==> src/rtl/div_reservation_station_pkg.sv <==
// Shared types for the divide reservation station: operand/entry records and
// the CDB snoop used by both dispatch bypass and wakeup.
package div_rs_pkg;

  localparam int TAG_WIDTH  = 6;
  localparam int DATA_WIDTH = 32;

  typedef struct packed {
    logic                  ready;
    logic [TAG_WIDTH-1:0]  tag;
    logic [DATA_WIDTH-1:0] value;
  } rs_src_t;

  typedef struct packed {
    logic                 valid;
    logic [TAG_WIDTH-1:0] dest_tag;
    rs_src_t              src1;
    rs_src_t              src2;
  } rs_entry_t;

  // A waiting source captures the broadcast value when its producer tag matches.
  function automatic rs_src_t snoop_cdb(rs_src_t src, logic cdb_valid,
                                        logic [TAG_WIDTH-1:0] cdb_tag,
                                        logic [DATA_WIDTH-1:0] cdb_data);
    rs_src_t res;
    res = src;
    if (!src.ready && cdb_valid && (cdb_tag == src.tag)) begin
      res.ready = 1'b1;
      res.value = cdb_data;
    end
    return res;
  endfunction

endpackage

==> src/rtl/div_reservation_station_if.sv <==
// Dispatch, CDB, divider-issue and occupancy signals of the divide reservation station.
interface div_rs_if #(
  parameter int DEPTH      = 4,
  parameter int DATA_WIDTH = div_rs_pkg::DATA_WIDTH,
  parameter int TAG_WIDTH  = div_rs_pkg::TAG_WIDTH
) ();
  localparam int CW = $clog2(DEPTH) + 1;

  logic                  flush;
  logic                  dispatch_valid;
  logic [TAG_WIDTH-1:0]  dispatch_dest_tag;
  logic                  dispatch_src1_ready;
  logic                  dispatch_src2_ready;
  logic [DATA_WIDTH-1:0] dispatch_src1_value;
  logic [DATA_WIDTH-1:0] dispatch_src2_value;
  logic [TAG_WIDTH-1:0]  dispatch_src1_tag;
  logic [TAG_WIDTH-1:0]  dispatch_src2_tag;
  logic                  cdb_valid;
  logic [TAG_WIDTH-1:0]  cdb_tag;
  logic [DATA_WIDTH-1:0] cdb_data;
  logic                  div_busy;
  logic                  issue_enable;
  logic [DATA_WIDTH-1:0] issue_op1;
  logic [DATA_WIDTH-1:0] issue_op2;
  logic [TAG_WIDTH-1:0]  issue_tag;
  logic                  full;
  logic [CW-1:0]         count;

  modport master (
    output flush, dispatch_valid, dispatch_dest_tag,
           dispatch_src1_ready, dispatch_src2_ready,
           dispatch_src1_value, dispatch_src2_value,
           dispatch_src1_tag, dispatch_src2_tag,
           cdb_valid, cdb_tag, cdb_data, div_busy,
    input  issue_enable, issue_op1, issue_op2, issue_tag, full, count
  );

  modport slave (
    input  flush, dispatch_valid, dispatch_dest_tag,
           dispatch_src1_ready, dispatch_src2_ready,
           dispatch_src1_value, dispatch_src2_value,
           dispatch_src1_tag, dispatch_src2_tag,
           cdb_valid, cdb_tag, cdb_data, div_busy,
    output issue_enable, issue_op1, issue_op2, issue_tag, full, count
  );
endinterface

==> src/rtl/div_reservation_station_priority_encoder.sv <==
// Lowest-set-bit encoder; used for free-slot allocation and ready-entry selection.
module rs_priority_encoder #(
  parameter int WIDTH = 4,
  parameter int IW    = $clog2(WIDTH)
) (
  input  logic [WIDTH-1:0] req,
  output logic [IW-1:0]    idx,
  output logic             found
);

  // Scanning downward lets the lowest set bit win.
  always_comb begin
    idx   = '0;
    found = 1'b0;
    for (int i = WIDTH - 1; i >= 0; i--) begin
      if (req[i]) begin
        idx   = IW'(i);
        found = 1'b1;
      end
    end
  end

endmodule

==> src/rtl/div_reservation_station.sv <==
// Holds pending divides until both operands arrive, snooping the CDB, and issues
// the lowest-index ready entry to the divider whenever it is not busy.
module div_reservation_station
  import div_rs_pkg::*;
#(
  parameter int DEPTH      = 4,
  parameter int DATA_WIDTH = div_rs_pkg::DATA_WIDTH,
  parameter int TAG_WIDTH  = div_rs_pkg::TAG_WIDTH
) (
  input logic   clk,
  input logic   reset,
  div_rs_if.slave bus
);

  localparam int IW = $clog2(DEPTH);
  localparam int CW = IW + 1;

  rs_entry_t             entries [DEPTH];
  logic [DEPTH-1:0]      free_vec;
  logic [DEPTH-1:0]      ready_vec;
  logic [IW-1:0]         free_idx;
  logic [IW-1:0]         sel_idx;
  logic                  free_found;
  logic                  sel_found;
  logic                  full_q;
  logic [CW-1:0]         count_q;
  logic [CW-1:0]         count_next;
  logic                  do_issue;
  logic                  do_alloc;
  rs_src_t               src1_in;
  rs_src_t               src2_in;
  rs_entry_t             new_entry;
  logic [DATA_WIDTH-1:0] sel_op1;
  logic [DATA_WIDTH-1:0] sel_op2;
  logic [TAG_WIDTH-1:0]  sel_tag;

  always_comb begin
    free_vec  = '0;
    ready_vec = '0;
    for (int i = 0; i < DEPTH; i++) begin
      free_vec[i]  = !entries[i].valid;
      ready_vec[i] = entries[i].valid && entries[i].src1.ready && entries[i].src2.ready;
    end
  end

  rs_priority_encoder #(.WIDTH(DEPTH), .IW(IW)) u_free_pe (
    .req   (free_vec),
    .idx   (free_idx),
    .found (free_found)
  );

  rs_priority_encoder #(.WIDTH(DEPTH), .IW(IW)) u_sel_pe (
    .req   (ready_vec),
    .idx   (sel_idx),
    .found (sel_found)
  );

  // Allocation uses the registered full flag, so a slot released this cycle
  // only becomes allocatable after the edge.
  assign do_issue   = sel_found && !bus.div_busy && !bus.flush;
  assign do_alloc   = bus.dispatch_valid && !full_q && free_found && !bus.flush;
  assign count_next = count_q + CW'(do_alloc) - CW'(do_issue);

  always_comb begin
    src1_in        = '0;
    src2_in        = '0;
    src1_in.ready  = bus.dispatch_src1_ready;
    src1_in.tag    = bus.dispatch_src1_tag;
    src1_in.value  = bus.dispatch_src1_value;
    src2_in.ready  = bus.dispatch_src2_ready;
    src2_in.tag    = bus.dispatch_src2_tag;
    src2_in.value  = bus.dispatch_src2_value;
    new_entry          = '0;
    new_entry.valid    = 1'b1;
    new_entry.dest_tag = bus.dispatch_dest_tag;
    new_entry.src1     = snoop_cdb(src1_in, bus.cdb_valid, bus.cdb_tag, bus.cdb_data);
    new_entry.src2     = snoop_cdb(src2_in, bus.cdb_valid, bus.cdb_tag, bus.cdb_data);
  end

  always_comb begin
    sel_op1 = '0;
    sel_op2 = '0;
    sel_tag = '0;
    if (do_issue) begin
      sel_op1 = entries[sel_idx].src1.value;
      sel_op2 = entries[sel_idx].src2.value;
      sel_tag = entries[sel_idx].dest_tag;
    end
  end

  assign bus.issue_enable = do_issue;
  assign bus.issue_op1    = sel_op1;
  assign bus.issue_op2    = sel_op2;
  assign bus.issue_tag    = sel_tag;
  assign bus.full         = full_q;
  assign bus.count        = count_q;

  always_ff @(posedge clk or posedge reset) begin
    if (reset) begin
      for (int i = 0; i < DEPTH; i++) entries[i] <= '0;
      count_q <= '0;
      full_q  <= 1'b0;
    end else if (bus.flush) begin
      for (int i = 0; i < DEPTH; i++) entries[i].valid <= 1'b0;
      count_q <= '0;
      full_q  <= 1'b0;
    end else begin
      for (int i = 0; i < DEPTH; i++) begin
        if (entries[i].valid) begin
          entries[i].src1 <= snoop_cdb(entries[i].src1, bus.cdb_valid, bus.cdb_tag, bus.cdb_data);
          entries[i].src2 <= snoop_cdb(entries[i].src2, bus.cdb_valid, bus.cdb_tag, bus.cdb_data);
        end
      end
      if (do_issue) entries[sel_idx].valid <= 1'b0;
      if (do_alloc) entries[free_idx] <= new_entry;
      count_q <= count_next;
      full_q  <= (count_next == CW'(DEPTH));
    end
  end

endmodule

==> src/flat_wrapper.sv <==
// flat-port wrapper written by rule: the top's interface ports become plain ports
module div_reservation_station_flat import div_rs_pkg::*;
#(
  parameter int DEPTH      = 4,
  parameter int DATA_WIDTH = div_rs_pkg::DATA_WIDTH,
  parameter int TAG_WIDTH  = div_rs_pkg::TAG_WIDTH
)
  (clk, reset, bus_flush, bus_dispatch_valid, bus_dispatch_dest_tag, bus_dispatch_src1_ready, bus_dispatch_src2_ready, bus_dispatch_src1_value, bus_dispatch_src2_value, bus_dispatch_src1_tag, bus_dispatch_src2_tag, bus_cdb_valid, bus_cdb_tag, bus_cdb_data, bus_div_busy, bus_issue_enable, bus_issue_op1, bus_issue_op2, bus_issue_tag, bus_full, bus_count);
  div_rs_if #(.DEPTH(DEPTH), .DATA_WIDTH(DATA_WIDTH), .TAG_WIDTH(TAG_WIDTH)) bus_i ();
  input logic clk;
  input logic reset;
  input wire logic [$bits(bus_i.flush)-1:0] bus_flush;
  input wire logic [$bits(bus_i.dispatch_valid)-1:0] bus_dispatch_valid;
  input wire logic [$bits(bus_i.dispatch_dest_tag)-1:0] bus_dispatch_dest_tag;
  input wire logic [$bits(bus_i.dispatch_src1_ready)-1:0] bus_dispatch_src1_ready;
  input wire logic [$bits(bus_i.dispatch_src2_ready)-1:0] bus_dispatch_src2_ready;
  input wire logic [$bits(bus_i.dispatch_src1_value)-1:0] bus_dispatch_src1_value;
  input wire logic [$bits(bus_i.dispatch_src2_value)-1:0] bus_dispatch_src2_value;
  input wire logic [$bits(bus_i.dispatch_src1_tag)-1:0] bus_dispatch_src1_tag;
  input wire logic [$bits(bus_i.dispatch_src2_tag)-1:0] bus_dispatch_src2_tag;
  input wire logic [$bits(bus_i.cdb_valid)-1:0] bus_cdb_valid;
  input wire logic [$bits(bus_i.cdb_tag)-1:0] bus_cdb_tag;
  input wire logic [$bits(bus_i.cdb_data)-1:0] bus_cdb_data;
  input wire logic [$bits(bus_i.div_busy)-1:0] bus_div_busy;
  output wire logic [$bits(bus_i.issue_enable)-1:0] bus_issue_enable;
  output wire logic [$bits(bus_i.issue_op1)-1:0] bus_issue_op1;
  output wire logic [$bits(bus_i.issue_op2)-1:0] bus_issue_op2;
  output wire logic [$bits(bus_i.issue_tag)-1:0] bus_issue_tag;
  output wire logic [$bits(bus_i.full)-1:0] bus_full;
  output wire logic [$bits(bus_i.count)-1:0] bus_count;
  assign bus_i.flush = bus_flush;
  assign bus_i.dispatch_valid = bus_dispatch_valid;
  assign bus_i.dispatch_dest_tag = bus_dispatch_dest_tag;
  assign bus_i.dispatch_src1_ready = bus_dispatch_src1_ready;
  assign bus_i.dispatch_src2_ready = bus_dispatch_src2_ready;
  assign bus_i.dispatch_src1_value = bus_dispatch_src1_value;
  assign bus_i.dispatch_src2_value = bus_dispatch_src2_value;
  assign bus_i.dispatch_src1_tag = bus_dispatch_src1_tag;
  assign bus_i.dispatch_src2_tag = bus_dispatch_src2_tag;
  assign bus_i.cdb_valid = bus_cdb_valid;
  assign bus_i.cdb_tag = bus_cdb_tag;
  assign bus_i.cdb_data = bus_cdb_data;
  assign bus_i.div_busy = bus_div_busy;
  assign bus_issue_enable = bus_i.issue_enable;
  assign bus_issue_op1 = bus_i.issue_op1;
  assign bus_issue_op2 = bus_i.issue_op2;
  assign bus_issue_tag = bus_i.issue_tag;
  assign bus_full = bus_i.full;
  assign bus_count = bus_i.count;
  div_reservation_station #(.DEPTH(DEPTH), .DATA_WIDTH(DATA_WIDTH), .TAG_WIDTH(TAG_WIDTH)) u_core (.clk(clk), .reset(reset), .bus(bus_i));
endmodule
==> config.mk <==
export PLATFORM = sky130hd
export DESIGN_NAME = div_reservation_station_flat
export DESIGN_NICKNAME = d
export VERILOG_FILES = /design/src/rtl/div_reservation_station_pkg.sv /design/src/rtl/div_reservation_station_if.sv /design/src/rtl/div_reservation_station_priority_encoder.sv /design/src/rtl/div_reservation_station.sv /design/src/flat_wrapper.sv
export SDC_FILE = /design/constraint.sdc
export NUM_CORES = 1
export LEC_CHECK = 0
export CAP_MARGIN = 10
export CELL_PAD_IN_SITES_DETAIL_PLACEMENT = 1
export CELL_PAD_IN_SITES_GLOBAL_PLACEMENT = 2
export CORE_MARGIN = 4
export CORE_UTILIZATION = 39
export DETAILED_ROUTE_END_ITERATION = 16
export PLACE_DENSITY_LB_ADDON = 0.2
export SYNTH_ARGS = -nofsm -noshare
export SYNTH_HDL_FRONTEND = slang
export SYNTH_SLANG_ARGS = --single-unit
==> constraint.sdc <==
create_clock -name clk -period 23.1 [get_ports clk]
set_input_delay 4.62 -clock clk [delete_from_list [all_inputs] [get_ports clk]]
set_output_delay 4.62 -clock clk [all_outputs]
set_load 0.005 [all_outputs]
* Word level (Yosys, flattened, before mapping)
Index checks and enable logic that the tools add are counted.
Storage, ports and cells: register bits after elaboration 344, bits in latches 0, memory bits (writable) 0, memory bits (read-only) 0, input port bits 128, output and inout bits 75, logic and storage cells 166, memories 0
Cells by class: add/sub/neg operators 2, multipliers 0, divide/modulo/power cells 0, order comparisons 4, eq/ne operators 11, shifts and indexed selects 0, muxes and demuxes 65, bitwise logic cells 2, reductions and logical operators 48
Operator list (number):
- 2-to-1 mux 340 bit | 3
- bitwise mux 340 bit | 2
- 2-to-1 mux 78 bit | 8
- 2-to-1 mux 32 bit | 12
- demux 85 bit (select 2 bit) | 2
- binary-select mux 85 bit (select 2 bit) | 1
- 2-to-1 mux 85 bit | 2
- 2-to-1 mux 84 bit | 2
- == test 6 bit | 10
- logical AND 1 bit | 35
- 2-to-1 mux 1 bit | 23
- 2-to-1 mux 2 bit | 8
- zero test 1 bit | 13
- greater-or-equal comparator 3 bit (second input constant) | 2
- less-than comparator 3 x 1 -> 1 bit (second input constant) | 2
- 2-to-1 mux 6 bit | 1
- inverter 2 -> 3 bit | 2
- adder 3 x 1 -> 3 bit | 1
- == test 3 bit (second input constant) | 1
- 2-to-1 mux 3 bit | 1
- subtractor 3 x 1 -> 3 bit | 1

* Depth between registers and ports, before layout
word-level depth 17, depth in mapped cells 14, mapped depth without buffers 11

* Hierarchy
From an unflattened synthesis, not the netlist that was laid out.
Second synthesis, totals: cells, all modules 1920, area total of the unflattened synthesis 18685.4 um^2
Modules (own cells, without submodules):
- div_reservation_station | instances 1, cells an instance 1906, area an instance 18615.4 um^2, sequential area each 8608.3 um^2
- rs_priority_encoder | instances 2, cells an instance 7, area an instance 35.0 um^2, sequential area each 0.0 um^2

* Worst setup path after synthesis
No wires, ideal clock.
path kind input -> output, from input bus_flush, to output bus_issue_op1[22], arrival time 6.082 ns, data required time 18.480 ns, setup slack 12.398 ns, stages 7, path buffers 4, path through clkbuf_1 -> clkbuf_1 -> clkbuf_1 -> nor2_1 -> o21ai_1 -> clkbuf_1 -> o22ai_1
Between the ends: cells in the longest elaborated chain, start to end 3
Ends and longest elaborated chain:
- from (decl) | RTL line flat_wrapper.sv:12 | input wire logic [$bits(bus_i.flush)-1:0] bus_flush;
- zero test 1 bit | RTL line div_reservation_station.sv:60 | assign do_issue = sel_found && !bus.div_busy && !bus.flush;
- logical AND 1 bit | RTL line div_reservation_station.sv:60
- 2-to-1 mux 32 bit | RTL line div_reservation_station.sv:84 | if (do_issue) begin
- to (decl) | RTL line flat_wrapper.sv:26 | output wire logic [$bits(bus_i.issue_op1)-1:0] bus_issue_op1;
No other way between the ends.

* Final worst setup path
from input bus_div_busy, to output bus_issue_op1[22]
Between the ends: cells in the longest elaborated chain, start to end 4
Ends and longest elaborated chain:
- from (decl) | RTL line flat_wrapper.sv:24 | input wire logic [$bits(bus_i.div_busy)-1:0] bus_div_busy;
- zero test 1 bit | RTL line div_reservation_station.sv:60
- logical AND 1 bit (2 in series) | RTL line div_reservation_station.sv:60
- 2-to-1 mux 32 bit | RTL line div_reservation_station.sv:84
No other way between the ends.

==> results.cfg <==
[outcome]
run_status = finished clean

[yosys]
syn-cell-area_mm2 = 0.0196
synth_area_leader_cell = sky130_fd_sc_hd__dfrtp_1
syn_area_per_cell_um2 = 9.47
syn-num-nets = 2202
netlist_instances = 2071
synth_seq_area_share_pct = 43.9
synth-main-ff-cell = sky130_fd_sc_hd__dfrtp_1
synth-edff-count = 0
synthTopCellsByArea = sky130_fd_sc_hd__dfrtp_1 (44%), sky130_fd_sc_hd__o221a_2 (10%), sky130_fd_sc_hd__nand2_1 (5.9%)
number_of_library_cell_types_mapped_by_synthesis = 64
yosysWarningCount = 0
synthArstFlopShare_pct = 100
synth.ff_latch_count = 344
post-synth-top-area-fraction_pct = 43.9

[floorplan]
fp.dieW_um = 232
placementRows = 81
floorplan.initialDensity_pct = 39.7
num_io_pins = 203
die_y_um = 232
die_ar_mm2 = 0.0539
core-area_mm2 = 0.0494

[placement]
hpwlAfterDp_mm = 50.3
gp_congestion = 0.846
placement.setup.worst_slack_ps = 11280
placed_cell_area_mm2 = 0.0220
number_of_cells_after_detailed_placement = 2755
portBuffers = 202

[clocking]
cts_resized = 0
clkSinkCount = 344
clock_path_buffers = 3
post_cts_setup_bufs = 0
cts_made_buffers = 43
clkLatencyLatePin_ps = 590
htreeDepth = 2
postCtsHoldBufs = 0
path_clk_slew_ps = 60
cts_root_buffer = sky130_fd_sc_hd__clkbuf_16
tritoncts = yes

[sta]
timing.final.setup_violations = 0
timing_hold_violations_final = 0
fin_skew_ps = 27.2
setup_ws_final_ps = 11200
slew_violations = 0
setup_repair_after_global_routing_missed_its_margin = no
achievable-frequency_mhz = 84.1
relSlewSlack_pct = 15.6
final.setup.tns_ps = 0
timing.final.crit_share_pct = 51.5
timing_worst_slew_pin_value_ps = 1270
fin_crit_ps = 11900

[global_routing]
grt_pass1_vias = 19641
gr-usage-met2_pct = 50.7
met1_usage_pct = 40.3
grt_usage_pct = 30.9
grt_most_used_layer = met2
wire_length_of_the_first_global_routing_pass_mm = 127
global_route.overflow_total = 0
grt_antenna_before_repair = 1
grtUsageMet3_pct = 6.11
maximum_number_of_pins_on_one_net_before_global_route_repair = 85

[min_path]
worst_hold_path_type = register to register
holdPathStages = 2

[routing]
vias_per_cell = 6.54
drt.antenna.violating_nets = 0
drc_errors = 0
routed-via-count = 18504
detailedRoute.firstIterationViolations = 1807
route.final.wire_length_mm = 85.7
detail_route.wl_per_cell_um = 30.3
drt_pass1_iterations = 8

[final_layout]
layoutNonFillerInstCount = 2830
fin_area_mm2 = 0.0234
total_inserted_antenna_cells = 0
areaGrowthSynthToFinish_pct = 19.4
layout.nets = 2267
final_layout_size_suffix_gt1_share_pct = 19.7
layout_common_cells = sky130_fd_sc_hd__dfrtp_1 (344), sky130_fd_sc_hd__nand2_1 (305), sky130_fd_sc_hd__nor2_1 (253), sky130_fd_sc_hd__clkdlybuf4s50_1 (201), sky130_fd_sc_hd__o221a_2 (181)
most_common_cell_after_layout_fill_and_taps_aside = sky130_fd_sc_hd__dfrtp_1
fin_util_pct = 47.4

[power]
net-switching-power_mw = 0.733
internal_power_mw = 1.52
seq_power_share_pct = 42.1
share_comb_of_total_power_pct = 28.1
pwr_density_cell_mw_per_mm2 = 96.2
clock_power_share_pct = 29.8
power.ir.vdd_worst_v = 0.0000578
power.static_leakage_nw = 9.62
switching_share_pct = 32.5

[critical_path]
worstRegToRegCells = 6
cp_data_arrival_time_ps = 7280
startpoint_type = primary input
criticalPathCategory = primary input to output pin
largest_fanout_on_the_critical_path = 54
critPathCaptureType = output pin
timing.critical_path.required_ps = 18480
r2r_setup_slack_ps = 19340

[flow_run]
timing.max_cap.violations = 0
-- synth_stat cells (10+ instances only) --
library cell                 n
sky130_fd_sc_hd__a211oi_1   17
sky130_fd_sc_hd__a21oi_1    86
sky130_fd_sc_hd__a222oi_1   67
sky130_fd_sc_hd__a22o_1     67
sky130_fd_sc_hd__buf_1      24
sky130_fd_sc_hd__buf_2      45
sky130_fd_sc_hd__clkbuf_1  146
sky130_fd_sc_hd__dfrtp_1   344
sky130_fd_sc_hd__mux2_2     12
sky130_fd_sc_hd__mux2_4     15
sky130_fd_sc_hd__mux2i_1    73
sky130_fd_sc_hd__nand2_1   308
sky130_fd_sc_hd__nand2b_1   19
sky130_fd_sc_hd__nand3_1    24
sky130_fd_sc_hd__nor2_1    255
sky130_fd_sc_hd__nor3_1     36
sky130_fd_sc_hd__nor3_2     10
sky130_fd_sc_hd__o21ai_0    65
sky130_fd_sc_hd__o221a_2   181
sky130_fd_sc_hd__o32ai_1    45
sky130_fd_sc_hd__or2_2      49
sky130_fd_sc_hd__xnor2_1    31
sky130_fd_sc_hd__xor2_1     31
-- per-layer routing --
| layer | up-vias | share of wire, % |
|---|---|---|
| met1 | 9625 | 42 |
| met5 | - | 0.014 |
| met2 | 836 | 47 |
| li1 | 7813 | - |
| met4 | 2 | 3.9 |
| met3 | 228 | 7.2 |
-- area by class of cell --
type	count	area, um2
clock buffers	61	1300
well taps	664	831
clock inverters	14	76.3
multi-input cells	1494	10200
inverters	7	33.8
flip-flops and latches	344	8610
fillers	5561	25900
repair buffers	246	2350
-- per-stage QoR --
stage / hold WS [ps] / total power, mW
2_1_floorplan: 445 / 1.34
3_3_place_gp: 456 / 1.55
3_5_place_dp: 464 / 1.58
4_1_cts: 478 / 2.25
5_1_grt: 493 / 2.35
6_report: 477 / 2.25
-- power by group through the flow --
stage / Clock (mW) / Sequential (mW) / Combinational, mW
CTS: 0.681 / 0.942 / 0.632
floorplan: 0 / 0.907 / 0.438
detailed placement: 0 / 0.949 / 0.630
global route: 0.702 / 0.969 / 0.684
global placement: 0 / 0.939 / 0.609
finish: 0.671 / 0.947 / 0.633
-- cells by family (layout without fill, tap and decap cells) --
logic type                 count (synthesis)  in the layout  share of synthesized area, %
AOI/OAI and AO/OA                        571            571                          25.3
buffers and inverters                    233            328                          5.09
xor gates and xnor gates                  62             62                          2.77
and+or+nand+nor                          755            755                          17.0
muxes                                    103            103                          5.74
DFF                                      344            344                          43.9
adders and majority gates                  3              3                         0.230
-- sequential cells by signal, summed over array words and instances (netlist names) --
register,count
u_core.bus.full,1
u_core.entries,340
u_core.bus.count,3
-- path summary, 6_finish.rpt --
check	startpoint	end
setup / recovery	bus_div_busy	bus_issue_op1[22]
hold / removal	u_core.entries[251]	u_core.entries[251]
setup reg to reg	u_core.entries[36]	u_core.entries[21]
hold reg to reg	u_core.entries[251]	u_core.entries[251]
max in group asynchronous	reset	u_core.entries[151]
min in group asynchronous	reset	u_core.entries[130]
-- critical path, cell delays in order --
cell,delay (ps)
sky130_fd_sc_hd__clkdlybuf4s50_1,470
sky130_fd_sc_hd__nor2_1,560
sky130_fd_sc_hd__o21ai_4,350
sky130_fd_sc_hd__buf_4,390
sky130_fd_sc_hd__o22ai_1,240
sky130_fd_sc_hd__clkdlybuf4s50_1,540
Note: power is estimated with default switching activity, not from simulation.
